File: config.mk
export PLATFORM = sky130hd
export DESIGN_NAME = dmem_arbiter
export DESIGN_NICKNAME = d
export VERILOG_FILES = /design/src/rtl/dmem_arb_pkg.sv /design/src/rtl/dmem_arb_picker.sv /design/src/rtl/dmem_arbiter.sv
export SDC_FILE = /design/constraint.sdc
export NUM_CORES = 1
export LEC_CHECK = 0
export CORE_AREA = 2 2 121 123
export DETAILED_ROUTE_END_ITERATION = 10
export DIE_AREA = 0 0 123 125
export PLACE_DENSITY = 0.49
export SYNTH_ARGS = -nofsm -noshare
export SYNTH_HDL_FRONTEND = slang
export SYNTH_SLANG_ARGS = --single-unit
File: constraint.sdc
create_clock -name clk_i -period 1.75 [get_ports clk_i]
set_input_delay 0.35 -clock clk_i [delete_from_list [all_inputs] [get_ports clk_i]]
set_output_delay 0.35 -clock clk_i [all_outputs]
set_load 0.03 [all_outputs]
File: src/rtl/dmem_arb_pkg.sv
// dmem_arb_pkg -- shared types and constants for the data-memory arbiter.
//
// Contents:
//   ADDR_W / DATA_W / BE_W   memory bus widths
//   REQ_CORE / REQ_DMA       requester IDs (also the grant_id encoding)
//   arb_state_t              FSM state: IDLE, DONE0, DONE1
//   done_state()             maps a requester ID to its DONEx state
package dmem_arb_pkg;

    localparam int ADDR_W = 32;
    localparam int DATA_W = 32;
    localparam int BE_W   = 4;

    localparam logic REQ_CORE = 1'b0;
    localparam logic REQ_DMA  = 1'b1;

    // DONEx: requester x had its access issued in the previous cycle, so
    // mem_rd_i currently carries its response.
    typedef enum logic [1:0] {
        IDLE  = 2'd0,
        DONE0 = 2'd1,
        DONE1 = 2'd2
    } arb_state_t;

    function automatic arb_state_t done_state(input logic id);
        return (id == REQ_DMA) ? DONE1 : DONE0;
    endfunction

endpackage

File: src/rtl/dmem_arb_picker.sv
// dmem_arb_picker -- combinational winner selection for the two requesters.
//
// Parameters:
//   RR_EN        1: ties go to the requester other than last_grant
//                0: ties always go to the core (requester 0)
// Ports:
//   eligible     in  2  per-requester "may be granted this cycle"
//   last_grant   in  1  winner of the most recent issued access
//   grant_id     out 1  winning requester (REQ_CORE / REQ_DMA)
//   grant_valid  out 1  at least one requester is eligible
module dmem_arb_picker
    import dmem_arb_pkg::*;
#(
    parameter bit RR_EN = 1'b0
) (
    input  logic [1:0] eligible,
    input  logic       last_grant,
    output logic       grant_id,
    output logic       grant_valid
);

    always_comb begin
        grant_valid = |eligible;
        grant_id    = REQ_CORE;
        if (eligible == 2'b11) begin
            grant_id = RR_EN ? ~last_grant : REQ_CORE;
        end else if (eligible[1]) begin
            grant_id = REQ_DMA;
        end
    end

endmodule

File: src/rtl/dmem_arbiter.sv
// dmem_arbiter -- two-master (core LSU + DMA) arbiter in front of a
// single-port data memory with one-cycle read latency.
//
// Configuration macro:
//   DMEM_ARB_RR_EN  defined   -> round-robin tie-break using last_grant
//                   undefined -> core always wins ties (default build)
//
// Ports:
//   clk_i, rst_i                      clock, asynchronous active-high reset
//   req0_i/we0_i/addr0_i/wd0_i/be0_i  core request fields (held while stalled)
//   rd0_o, stall0_o                   core read data / stall
//   req1_i/we1_i/addr1_i/wd1_i/be1_i  DMA request fields (held while stalled)
//   rd1_o, stall1_o                   DMA read data / stall
//   mem_req_o/mem_we_o/mem_addr_o/
//   mem_wd_o/mem_be_o                 memory request, driven combinationally
//   mem_rd_i                          memory read data, valid one cycle after
//                                     the mem_req_o cycle
//
// Request fields are never latched: the winner's inputs go straight to the
// memory port in the grant cycle, and the following DONEx cycle routes
// mem_rd_i back and drops that requester's stall.
module dmem_arbiter
    import dmem_arb_pkg::*;
(
    input  logic              clk_i,
    input  logic              rst_i,

    input  logic              req0_i,
    input  logic              we0_i,
    input  logic [ADDR_W-1:0] addr0_i,
    input  logic [DATA_W-1:0] wd0_i,
    input  logic [BE_W-1:0]   be0_i,
    output logic [DATA_W-1:0] rd0_o,
    output logic              stall0_o,

    input  logic              req1_i,
    input  logic              we1_i,
    input  logic [ADDR_W-1:0] addr1_i,
    input  logic [DATA_W-1:0] wd1_i,
    input  logic [BE_W-1:0]   be1_i,
    output logic [DATA_W-1:0] rd1_o,
    output logic              stall1_o,

    output logic              mem_req_o,
    output logic              mem_we_o,
    output logic [ADDR_W-1:0] mem_addr_o,
    output logic [DATA_W-1:0] mem_wd_o,
    output logic [BE_W-1:0]   mem_be_o,
    input  logic [DATA_W-1:0] mem_rd_i
);

`ifdef DMEM_ARB_RR_EN
    localparam bit RR_EN = 1'b1;
`else
    localparam bit RR_EN = 1'b0;
`endif

    arb_state_t state;
    logic       last_grant;

    logic [1:0] req_vec;
    logic [1:0] done_vec;
    logic [1:0] eligible;
    logic [1:0] stall_vec;
    logic       grant_id;
    logic       grant_valid;

    assign req_vec = {req1_i, req0_i};

    // Per-requester eligibility and stall. A requester whose access was
    // issued last cycle is sitting in its completion cycle: it is neither
    // stalled nor eligible, so the other requester can issue back-to-back.
    // Everything is masked while rst_i is high so outputs are zero
    // throughout reset, not just after the next edge.
    generate
        for (genvar gi = 0; gi < 2; gi++) begin : g_req
            assign done_vec[gi]  = (state == done_state(gi[0]));
            assign eligible[gi]  = req_vec[gi] & ~done_vec[gi] & ~rst_i;
            assign stall_vec[gi] = req_vec[gi] & ~done_vec[gi] & ~rst_i;
        end
    endgenerate

    assign stall0_o = stall_vec[0];
    assign stall1_o = stall_vec[1];
    assign rd0_o    = (done_vec[0] && !rst_i) ? mem_rd_i : '0;
    assign rd1_o    = (done_vec[1] && !rst_i) ? mem_rd_i : '0;

    dmem_arb_picker #(
        .RR_EN       (RR_EN)
    ) u_picker (
        .eligible    (eligible),
        .last_grant  (last_grant),
        .grant_id    (grant_id),
        .grant_valid (grant_valid)
    );

    // Memory side: winner's fields pass through; all-zero when idle.
    always_comb begin
        mem_req_o  = 1'b0;
        mem_we_o   = 1'b0;
        mem_addr_o = '0;
        mem_wd_o   = '0;
        mem_be_o   = '0;
        if (grant_valid) begin
            mem_req_o = 1'b1;
            if (grant_id == REQ_DMA) begin
                mem_we_o   = we1_i;
                mem_addr_o = addr1_i;
                mem_wd_o   = wd1_i;
                mem_be_o   = be1_i;
            end else begin
                mem_we_o   = we0_i;
                mem_addr_o = addr0_i;
                mem_wd_o   = wd0_i;
                mem_be_o   = be0_i;
            end
        end
    end

    // last_grant resets to the DMA so the first tie after reset goes to the
    // core in round-robin mode as well.
    always_ff @(posedge clk_i or posedge rst_i) begin
        if (rst_i) begin
            state      <= IDLE;
            last_grant <= REQ_DMA;
        end else if (grant_valid) begin
            state      <= done_state(grant_id);
            last_grant <= grant_id;
        end else begin
            state      <= IDLE;
        end
    end

    // A core access only reaches memory while the core is being held off.
    a_core_grant_stalled: assert property (
        @(posedge clk_i) disable iff (rst_i)
        (mem_req_o && grant_id == REQ_CORE) |-> (stall0_o || $past(stall0_o))
    );

    // With the DMA quiet, a core stall lasts exactly one cycle.
    a_core_single_stall: assert property (
        @(posedge clk_i) disable iff (rst_i)
        ($rose(stall0_o) && !req1_i) |=> !stall0_o
    );

endmodule

; Word-level counts from Yosys, hierarchy flattened
; Cells that the tools add are included.
[word_totals]
regBits = 2
out_inout_bits = 136
word_cells = 30
[classes]
eq_ne = 3
mux = 15
bitwise = 7
reduce_logical = 4
[op_table]
columns = operator, n
row1 = $mux W32, 6
row2 = $mux W4, 2
row3 = $mux W1, 5
row4 = $and A1 B1 Y1, 4
row5 = $eq A2 B2 Y1 const B, 2
row6 = $mux W2, 2
row7 = $not A1 Y1, 3
row8 = $eq A2 B1 Y1 const B, 1
row9 = $logic_and A1 B1 Y1, 2
row10 = $reduce_or A2 Y1, 1
row11 = $logic_not A1 Y1, 1

; Longest topological paths before layout
; Gate-level depths: netlist of run 1.
[logic_depth]
ltp_word = 8
depth_mapped = 5

; Cells and area by module
; A second synthesis of run 1 with hierarchy kept.
[hier_totals]
cells_unflattened = 239
hier_area_um2 = 1893.1
[modules_own_cells]
columns = module, instances, cells_per_inst, area_each_um2, seq_area_each_um2
row1 = dmem_arbiter, 1, 237, 1880.6, 76.3
row2 = dmem_arb_picker, 1, 2, 12.5, 0.0

; Worst setup path after synthesis of run 1
; Ideal clock, no wire load.
[synth_timing]
kind = flip-flop to output port
from = reg state[1]
to = out mem_wd_o[18]
arrival_time_ns = 1.307
required_time_ns = 1.400
path_slack_ns = 0.093
path_stages_with_launch = 6
path_cell_list = dfrtp_1 nand2b_4 and3_4 buf_6 buf_6 a22o_1
[synth_via]
elab_chain_cells = 8
elab_cells_between_ends = 14
cone_classes = eq/ne (3) / mux (4) / bitwise (6) / reduce/logical (1)
[synth_rtl]
columns = item, line_no
row1 = from (decl), dmem_arbiter.sv:58  ; arb_state_t state;
row2 = from (signal assigned), dmem_arbiter.sv:127  ; state <= done_state(grant_id);
row3 = $eq A2 B1 Y1 *, dmem_arbiter.sv:77  ; assign done_vec[gi] = (state == done_state(gi[0]));
row4 = $not A1 Y1 *, -
row5 = $and A1 B1 Y1 * (2 in series), -
row6 = via stall0_o, dmem_arbiter.sv:34  ; output logic stall0_o,
row7 = $eq A2 B2 Y1, dmem_arb_picker.sv:25  ; if (eligible == 2'b11) begin
row8 = $mux W1, dmem_arb_picker.sv:25
row9 = $mux W32, dmem_arbiter.sv:106  ; if (grant_id == REQ_DMA) begin
row10 = $mux W32 *, dmem_arbiter.sv:104  ; if (grant_valid) begin
row11 = to (decl), dmem_arbiter.sv:47  ; output logic [DATA_W-1:0] mem_wd_o,
; The timed path passes the listed nets; every way through them passes the cells marked *.

; Worst setup path after layout of run 1
[layout_timing]
from = reg state[1]
to = out mem_wd_o[11]
[layout_via]
elab_chain_cells = 8
elab_cells_between_ends = 14
cone_classes = eq/ne (3) / mux (4) / bitwise (6) / reduce/logical (1)
[layout_rtl]
columns = item, line_no
row1 = $eq A2 B1 Y1 or $eq A2 B2 Y1 (tied branches), dmem_arbiter.sv:77
row2 = $not A1 Y1, dmem_arbiter.sv:78  ; assign eligible[gi] = req_vec[gi] & ~done_vec[gi] & ~rst_i;
row3 = $and A1 B1 Y1 (2 in series), dmem_arbiter.sv:78
row4 = $eq A2 B2 Y1 or $mux W1 (tied branches), "dmem_arb_picker.sv:25, dmem_arb_picker.sv:27"
row5 = $mux W1, dmem_arb_picker.sv:25
row6 = $mux W32, dmem_arbiter.sv:106
row7 = $mux W32 *, dmem_arbiter.sv:104
; Every way passes the cells marked *; elsewhere a longest branch is shown, timed or not.

==> impl_metrics.env, run 1 <==
export IMPL_status="finished with violations"
export IMPL_failed_checks="setup timing"
export IMPL_p_leak_nw=2.45
export IMPL_ir_drop_uv=225
export IMPL_first_global_vias=2665
export IMPL_cts_tree="yes"
export IMPL_yosysSeqAreaShare_pct=3.82
export IMPL_yosys_cell_types_count=16
export IMPL_drt_iter0_drc=41
export IMPL_setup_ws_ns=-0.273
export IMPL_final_common_cell="clkdlybuf4s50_1"
export IMPL_pin_count=310
export IMPL_drc=0
export IMPL_row_count=44
export IMPL_hp_class="in -> async"
export IMPL_diodes=0
export IMPL_fin_crit_sh_pct=116
export IMPL_drive_above_1_share_pct=44.6
export IMPL_max_freq_ghz=0.494
export IMPL_synth_top_cell_by_area="a22o_1"
export IMPL_place_gp_congestion=0.801
export IMPL_p_seq_share_pct=2.7
export IMPL_p_switching_mw=0.679
export IMPL_timing_hold_violations_final=0
export IMPL_antenna_found_initial=0
export IMPL_clk_latency_ns=0.22
export IMPL_rsz0062_at_grt="true"
export IMPL_combPwrFrac_pct=79.3
export IMPL_finalCriticalPeriod_ns=2.02
export IMPL_largest_reg_flops=2
export IMPL_nets=669
export IMPL_yosysTopAreaCellShare_pct=46.2
export IMPL_dieArea_um2=15400
export IMPL_ys_warn_count=0
export IMPL_grt_pass1_wl_mm=15.1
export IMPL_largest_register="state"
export IMPL_required_ns=1.40
export IMPL_p_int_mw=1.22
export IMPL_root_buffer="clkbuf_16"
export IMPL_syn_inst=169
export IMPL_dp_hpwl_mm=7.86
export IMPL_holdWs_ns=0.292
export IMPL_sw_frac_of_total_pct=35.7
export IMPL_worst_pin_slew_ns=0.242
export IMPL_power_density_nw_per_um2=340
export IMPL_track_usage_pct=12.6
export IMPL_finalSetupViolCount=135
export IMPL_cts_sinks=2
export IMPL_dp_cells=650
export IMPL_ant_nets=0
export IMPL_viasPerCell=4.06
export IMPL_crit_arrival_ns=1.67
export IMPL_io_buffer_count=309
export IMPL_power_share_clock_pct=18.0
export IMPL_clkSlewWorstSetupHoldPaths_ns=0.03
export IMPL_cp_max_fo=5
export IMPL_fin_skew_ns=0.00153
export IMPL_avgSynthCellArea_um2=7.74
export IMPL_syn_cell_area_um2=1310
export IMPL_worstSetupPathType="reg -> out"
export IMPL_routed_wl_mm=12.0
export IMPL_wl_per_cell_um=17.8
export IMPL_instances_no_fill=677
export IMPL_clk_path_buf_depth=2
export IMPL_final_cell_mix="170 x clkdlybuf4s50_1, 132 x buf_6, 64 x a22o_1, 36 x and2_4, 29 x and2_1"
export IMPL_syn_to_final_growth_pct=327
export IMPL_drtPass1Iterations=4
export IMPL_ys_seq_elements=2
export IMPL_slew_headroom_pct=83.8
export IMPL_design_core_area_um2=14200
export IMPL_fin_util_pct=39.3
export IMPL_dieWidth_um=123
export IMPL_largestRegisters="state x2"
export IMPL_worstSetupStartpointType="flop"
export IMPL_cts_buffers=3
export IMPL_grt_max_degree=33
export IMPL_die_h_um=125
export IMPL_fillers=1414
export IMPL_slew_violations=0
export IMPL_start_util_pct=9.21
export IMPL_syn_nets=343
export IMPL_synth_area_leaders="a22o_1 46%, and2_1 31%, buf_6 7.7%, dfrtp_1 3.8%, clkbuf_4 3.4%"
export IMPL_endpoint_kind="output port"
export IMPL_grt_overflow=0
export IMPL_htree_num_levels=1
export IMPL_vias=2751
export IMPL_drv_cap=0
==> routing by layer <==
metal	vias to the layer above	global-route usage (%)	wire, um
li1	1288	-	-
met3	9	2.05	1040
met1	1281	15.0	4680
met4	0	1.80	118
met2	173	23.7	6180
met5	-	0	0
==> critical path, cell delays in order, from the launching register on <==
cell       delay, ns
dfrtp_1         0.40
nand2b_4        0.16
and3_4          0.20
buf_12          0.16
clkbuf_16       0.15
a22o_4          0.25
buf_12          0.13
==> stage by stage <==
| step | setup TNS (ns) | setup slack (ns) | power, mW | cell area (um2) |
|---|---|---|---|---|
| finish | -25.62 | -0.273 | 1.90 | 5580 |
| global route | -33.14 | -0.321 | 1.98 | 5580 |
| CTS | -18.49 | -0.281 | 1.78 | 4960 |
| detailed placement | -38.62 | -0.409 | 1.24 | 4320 |
| global placement | -38.16 | -0.390 | 1.24 | 4320 |
| floorplan | 0 | 0.0933 | 0.568 | 1310 |
==> Yosys cell counts <==
library cell	n
nand2b_4	1
nor2b_1	1
clkbuf_1	6
nor2_1	3
a21boi_1	1
o21a_1	1
dfrtp_1	2
a22o_1	69
clkbuf_4	6
and2_1	65
buf_6	9
inv_1	1
buf_2	1
or2_1	1
and3_4	1
nand2b_1	1
==> repair_timing <==
action,CTS,global route
endpoints found under the setup margin,135,135
pin swaps,4,60
cloned,7,8
buffers inserted,3,6
hold endpoints to repair,0,0
hold buffers,0,0
resized for setup,87,105
==> area by class of cell <==
| class | instances | area, um2 | share of cell area [%] |
|---|---|---|---|
| multi-input combinational | 144 | 1240 | 22.2 |
| sequential | 2 | 50.0 | 0.896 |
| inverter | 1 | 3.75 | 0.0672 |
| timing repair buffer | 343 | 3980 | 71.4 |
| clock buffer | 3 | 75.1 | 1.34 |
| tap | 184 | 230 | 4.12 |
==> kinds of logic (layout without fill, tap and decap cells) <==
kind of cell	after synthesis	after routing	share of synthesized area [%]
AO/OA/AOI/OAI	71	71	47.3
buffers and inverters	23	347	13.6
flip-flops	2	2	3.82
AND/OR/NAND/NOR	73	73	35.3
==> power by group through the flow <==
stage | Clock, mW | Combinational (mW) | Sequential [mW]
6_report | 0.343 | 1.51 | 0.0515
5_1_grt | 0.354 | 1.57 | 0.0518
4_1_cts | 0.349 | 1.38 | 0.0521
3_5_place_dp | 0 | 1.19 | 0.0526
3_3_place_gp | 0 | 1.19 | 0.0523
2_1_floorplan | 0 | 0.517 | 0.0518
==> path summary, 6_finish.rpt <==
check,start,end,slack [ns],cells after the start
worst max register to register,state[1]$_DFF_PP0_,state[0]$_DFF_PP0_,0.45,5
worst min-delay path,rst_i,state[1]$_DFF_PP0_,0.29,3
worst max-delay path,state[1]$_DFF_PP0_,mem_wd_o[11],-0.27,6
max in group asynchronous,rst_i,state[0]$_DFF_PP0_,1.37,3
worst min register to register,state[1]$_DFF_PP0_,state[1]$_DFF_PP0_,1.07,4
min in group clk_i,rst_i,state[1]$_DFF_PP0_,0.95,5
No activity file was read; power rests on OpenSTA's default activity.
==> run 2: changes to the inputs <==
Settings changed: HOLD_SLACK_MARGIN set to 0.1.
==> results of run 2 <==
Same layout as run 1: the final DEF is identical, and so are final timing and power.
==> run 3: changes to the inputs <==
--- a/config.mk
+++ b/config.mk
@@ -7,7 +7,9 @@
 export LEC_CHECK = 0
-export CORE_AREA = 2 2 121 123
+export ABC_AREA = 1
+export CORE_AREA = 2 2 119 121
+export CTS_BUF_LIST = sky130_fd_sc_hd__clkbuf_4 sky130_fd_sc_hd__clkbuf_8 sky130_fd_sc_hd__clkbuf_16
 export DETAILED_ROUTE_END_ITERATION = 10
-export DIE_AREA = 0 0 123 125
+export DIE_AREA = 0 0 121 123
 export HOLD_SLACK_MARGIN = 0.1
-export PLACE_DENSITY = 0.49
+export PLACE_DENSITY = 0.52
 export SYNTH_ARGS = -nofsm -noshare
--- a/constraint.sdc
+++ b/constraint.sdc
@@ -3,2 +3,2 @@
 set_output_delay 0.35 -clock clk_i [all_outputs]
-set_load 0.03 [all_outputs]
+set_load 0.01 [all_outputs]
==> run 3 against run 2 <==
  * The run still ends with setup timing left
  * Total power is 5.6% higher
  * Maximum frequency rose by 3.1%
  * First-iteration DRC count is 120% higher
  * Critical path type unchanged
  * Worst setup slack better by 0.061 ns
  * Largest cell class unchanged
==> impl_metrics.env, run 3 <==
export IMPL_max_freq_ghz=0.510
export IMPL_ir_drop_uv=238
export IMPL_setup_ws_ns=-0.212
export IMPL_ys_seq_elements=2
export IMPL_fin_area_um2=6590
export IMPL_yosys_cell_types_count=11
export IMPL_yosys_most_used_dff="dfrtp_1"
export IMPL_fin_util_pct=48.4
export IMPL_first_global_vias=3720
export IMPL_power_density_nw_per_um2=304
export IMPL_ant_nets=0
export IMPL_avgSynthCellArea_um2=4.33
export IMPL_cts_sinks=2
export IMPL_drive_above_1_share_pct=55.0
export IMPL_slew_headroom_pct=88.9
export IMPL_vias=3747
export IMPL_reg2reg_to="state[1]$_DFF_PP0_"
export IMPL_wl_per_cell_um=17.1
export IMPL_ys_warn_count=0
export IMPL_p_int_mw=1.29
export IMPL_dieArea_um2=14900
export IMPL_io_buffer_count=309
export IMPL_status="finished with violations"
export IMPL_start_util_pct=11.0
export IMPL_crit_cells=11
export IMPL_final_cell_mix="170 x clkdlybuf4s50_1, 93 x buf_2, 86 x nand2_1, 55 x nand3_2, 54 x buf_6"
export IMPL_timing_rr_start="state[1]$_DFF_PP0_"
export IMPL_worst_path_most_repeated_cell="buf_12"
export IMPL_largestRegisters="state x2"
export IMPL_dieWidth_um=121
export IMPL_async_flop_share_pct=100
export IMPL_fin_crit_sh_pct=112
export IMPL_fin_skew_ns=0.000416
export IMPL_yosysTopAreaCellShare_pct=35.3
export IMPL_syn_cell_area_um2=1500
export IMPL_fillers=1355
export IMPL_htree_num_levels=1
export IMPL_rrSetupSlack_ns=0.44
export IMPL_slowest_stage="dfrtp_1"
export IMPL_design_core_area_um2=13600
export IMPL_clk_path_buf_depth=2
export IMPL_drv_cap=0
export IMPL_ctsHoldBuffers=0
export IMPL_rsz0062_at_grt="true"
export IMPL_synth_most_common_cell="nand2_1"
export IMPL_finalSetupViolCount=126
export IMPL_power_share_clock_pct=17.9
export IMPL_cp_max_fo=5
export IMPL_worstSetupStartpointType="flop"
export IMPL_clkSlewWorstSetupHoldPaths_ns=0.03
export IMPL_sw_frac_of_total_pct=35.9
export IMPL_slew_violations=0
export IMPL_timing_hold_violations_final=0
export IMPL_track_usage_pct=17.7
export IMPL_place_gp_congestion=0.885
export IMPL_crit_buf_inv=7
export IMPL_nets=890
export IMPL_drc=0
export IMPL_cts_tree="yes"
export IMPL_cts_buffers=3
export IMPL_p_switching_mw=0.721
export IMPL_pin_count=310
export IMPL_endpoint_kind="output port"
export IMPL_synth_top_cell_by_area="nand2_1"
export IMPL_worst_path_dominant_cell_family="buffers and inverters"
export IMPL_dpl_cell_area_um2=4870
export IMPL_hp_class="in -> async"
export IMPL_die_h_um=123
export IMPL_drt_iter0_drc=91
export IMPL_routed_wl_mm=15.3
export IMPL_p_seq_share_pct=2.5
export IMPL_syn_to_final_growth_pct=339
export IMPL_grt_overflow=0
export IMPL_synth_edf_count=0
export IMPL_worst_pin_slew_ns=0.165
export IMPL_slowest_delay_ns=0.37
export IMPL_viasPerCell=4.19
export IMPL_finalCriticalPeriod_ns=1.96
export IMPL_diodes=0
export IMPL_instances_no_fill=894
export IMPL_syn_inst=347
export IMPL_synth_area_leaders="nand2_1 35%, nand3_1 23%, nor2_1 17%, inv_1 8.8%, buf_2 6.3%"
export IMPL_combPwrFrac_pct=79.6
export IMPL_yosysSeqAreaShare_pct=3.33
export IMPL_grt_pass1_wl_mm=20.2
export IMPL_post_place_ws_ns=-0.763
export IMPL_largest_register="state"
export IMPL_path_cells="inv_2 > nand2_2 > nand2_4 > buf_12 > inv_8 > buf_12 > buf_12 > clkbuf_16 > nand2_2 > nand2_1 > buf_2"
export IMPL_syn_nets=521
export IMPL_root_buffer="clkbuf_16"
export IMPL_largest_reg_flops=2
export IMPL_required_ns=1.40
export IMPL_holdWs_ns=0.154
export IMPL_p_leak_nw=3.29
export IMPL_antenna_found_initial=0
export IMPL_reg2reg_depth=9
export IMPL_failed_checks="setup timing"
export IMPL_dp_hpwl_mm=8.91
export IMPL_crit_arrival_ns=1.61
export IMPL_clk_latency_ns=0.23
export IMPL_grt_max_degree=17
export IMPL_synth_common_cells="141 x nand2_1, 70 x nand3_1, 66 x nor2_1"
export IMPL_dp_cells=825
export IMPL_final_common_cell="clkdlybuf4s50_1"
export IMPL_drtPass1Iterations=4
export IMPL_worstSetupPathType="reg -> out"
export IMPL_row_count=43
-- run 3: changes by cell type after synthesis, moves of 18 or more --
cell	before	now
nand2_1	0	141
nand3_1	0	70
a22o_1	69	0
and2_1	65	0
nor2_1	3	66
inv_1	1	35
buf_2	1	19
-- run 3: timing repair --
action	CTS	global route
buffers inserted	23	21
cloned	26	5
pin swaps	54	50
gates resized for setup	624	244
setup endpoints to repair	136	131
-- run 3: cells by family after synthesis --
kind of cell	count (synthesis)	synth area share, %
buf+inv	64	19.6
flops	2	3.33
simple gates	281	77.1
-- run 3: worst register-to-register path, stage by stage (launching register included) --
cell	delay, ns
dfrtp_1	0.37
inv_2	0.07
buf_6	0.10
nor2_4	0.04
nor2_4	0.11
buf_6	0.15
buf_16	0.14
inv_2	0.05
buf_4	0.12
nor2_1	0.08
-- run 3: metal layers --
| metal | vias up | part of all wire [%] | wire length (um) | global-route usage, % |
|---|---|---|---|---|
| li1 | 1803 | - | - | - |
| met1 | 1713 | 39 | 5910 | 19.9 |
| met2 | 216 | 52 | 7900 | 34.1 |
| met3 | 15 | 8.0 | 1230 | 3.41 |
| met4 | 0 | 1.7 | 253 | 4.51 |
| met5 | - | 0 | 0 | 0 |
-- run 3: worst max-delay path by stage --
stage / start / to / slack (ns)
final: state[1]$_DFF_PP0_ / mem_be_o[0] / -0.21
after global routing: state[1]$_DFF_PP0_ / mem_addr_o[31] / -0.28
after CTS: state[0]$_DFF_PP0_ / mem_wd_o[4] / -0.33
after detailed placement: rst_i / mem_wd_o[31] / -0.76
after global placement: rst_i / mem_we_o / -0.78
after floorplan: state[0]$_DFF_PP0_ / rd1_o[10] / 0.40
-- run 3: final cells by class --
| cell class | instances | area (um2) | area share, % |
|---|---|---|---|
| Multi-Input combinational cell | 281 | 1930 | 29.2 |
| Timing Repair Buffer | 391 | 4170 | 63.3 |
| Tap cell | 180 | 225 | 3.42 |
| Inverter | 37 | 146 | 2.22 |
| Sequential cell | 2 | 50.0 | 0.759 |
| Clock buffer | 3 | 75.1 | 1.14 |
-- run 3: power by group through the flow --
stage / clock [mW] / sequential [mW] / combinational, mW
2_1_floorplan: 0 / 0.0510 / 0.328
3_3_place_gp: 0 / 0.0512 / 1.11
3_5_place_dp: 0 / 0.0512 / 1.11
4_1_cts: 0.347 / 0.0517 / 1.45
5_1_grt: 0.367 / 0.0513 / 1.69
6_report: 0.359 / 0.0510 / 1.60
-- run 3: metrics by stage --
step | power (mW) | setup TNS (ns)
2_1_floorplan | 0.379 | 0
3_3_place_gp | 1.16 | -87.68
3_5_place_dp | 1.16 | -87.21
4_1_cts | 1.85 | -21.52
5_1_grt | 2.11 | -24.46
6_report | 2.01 | -16.38
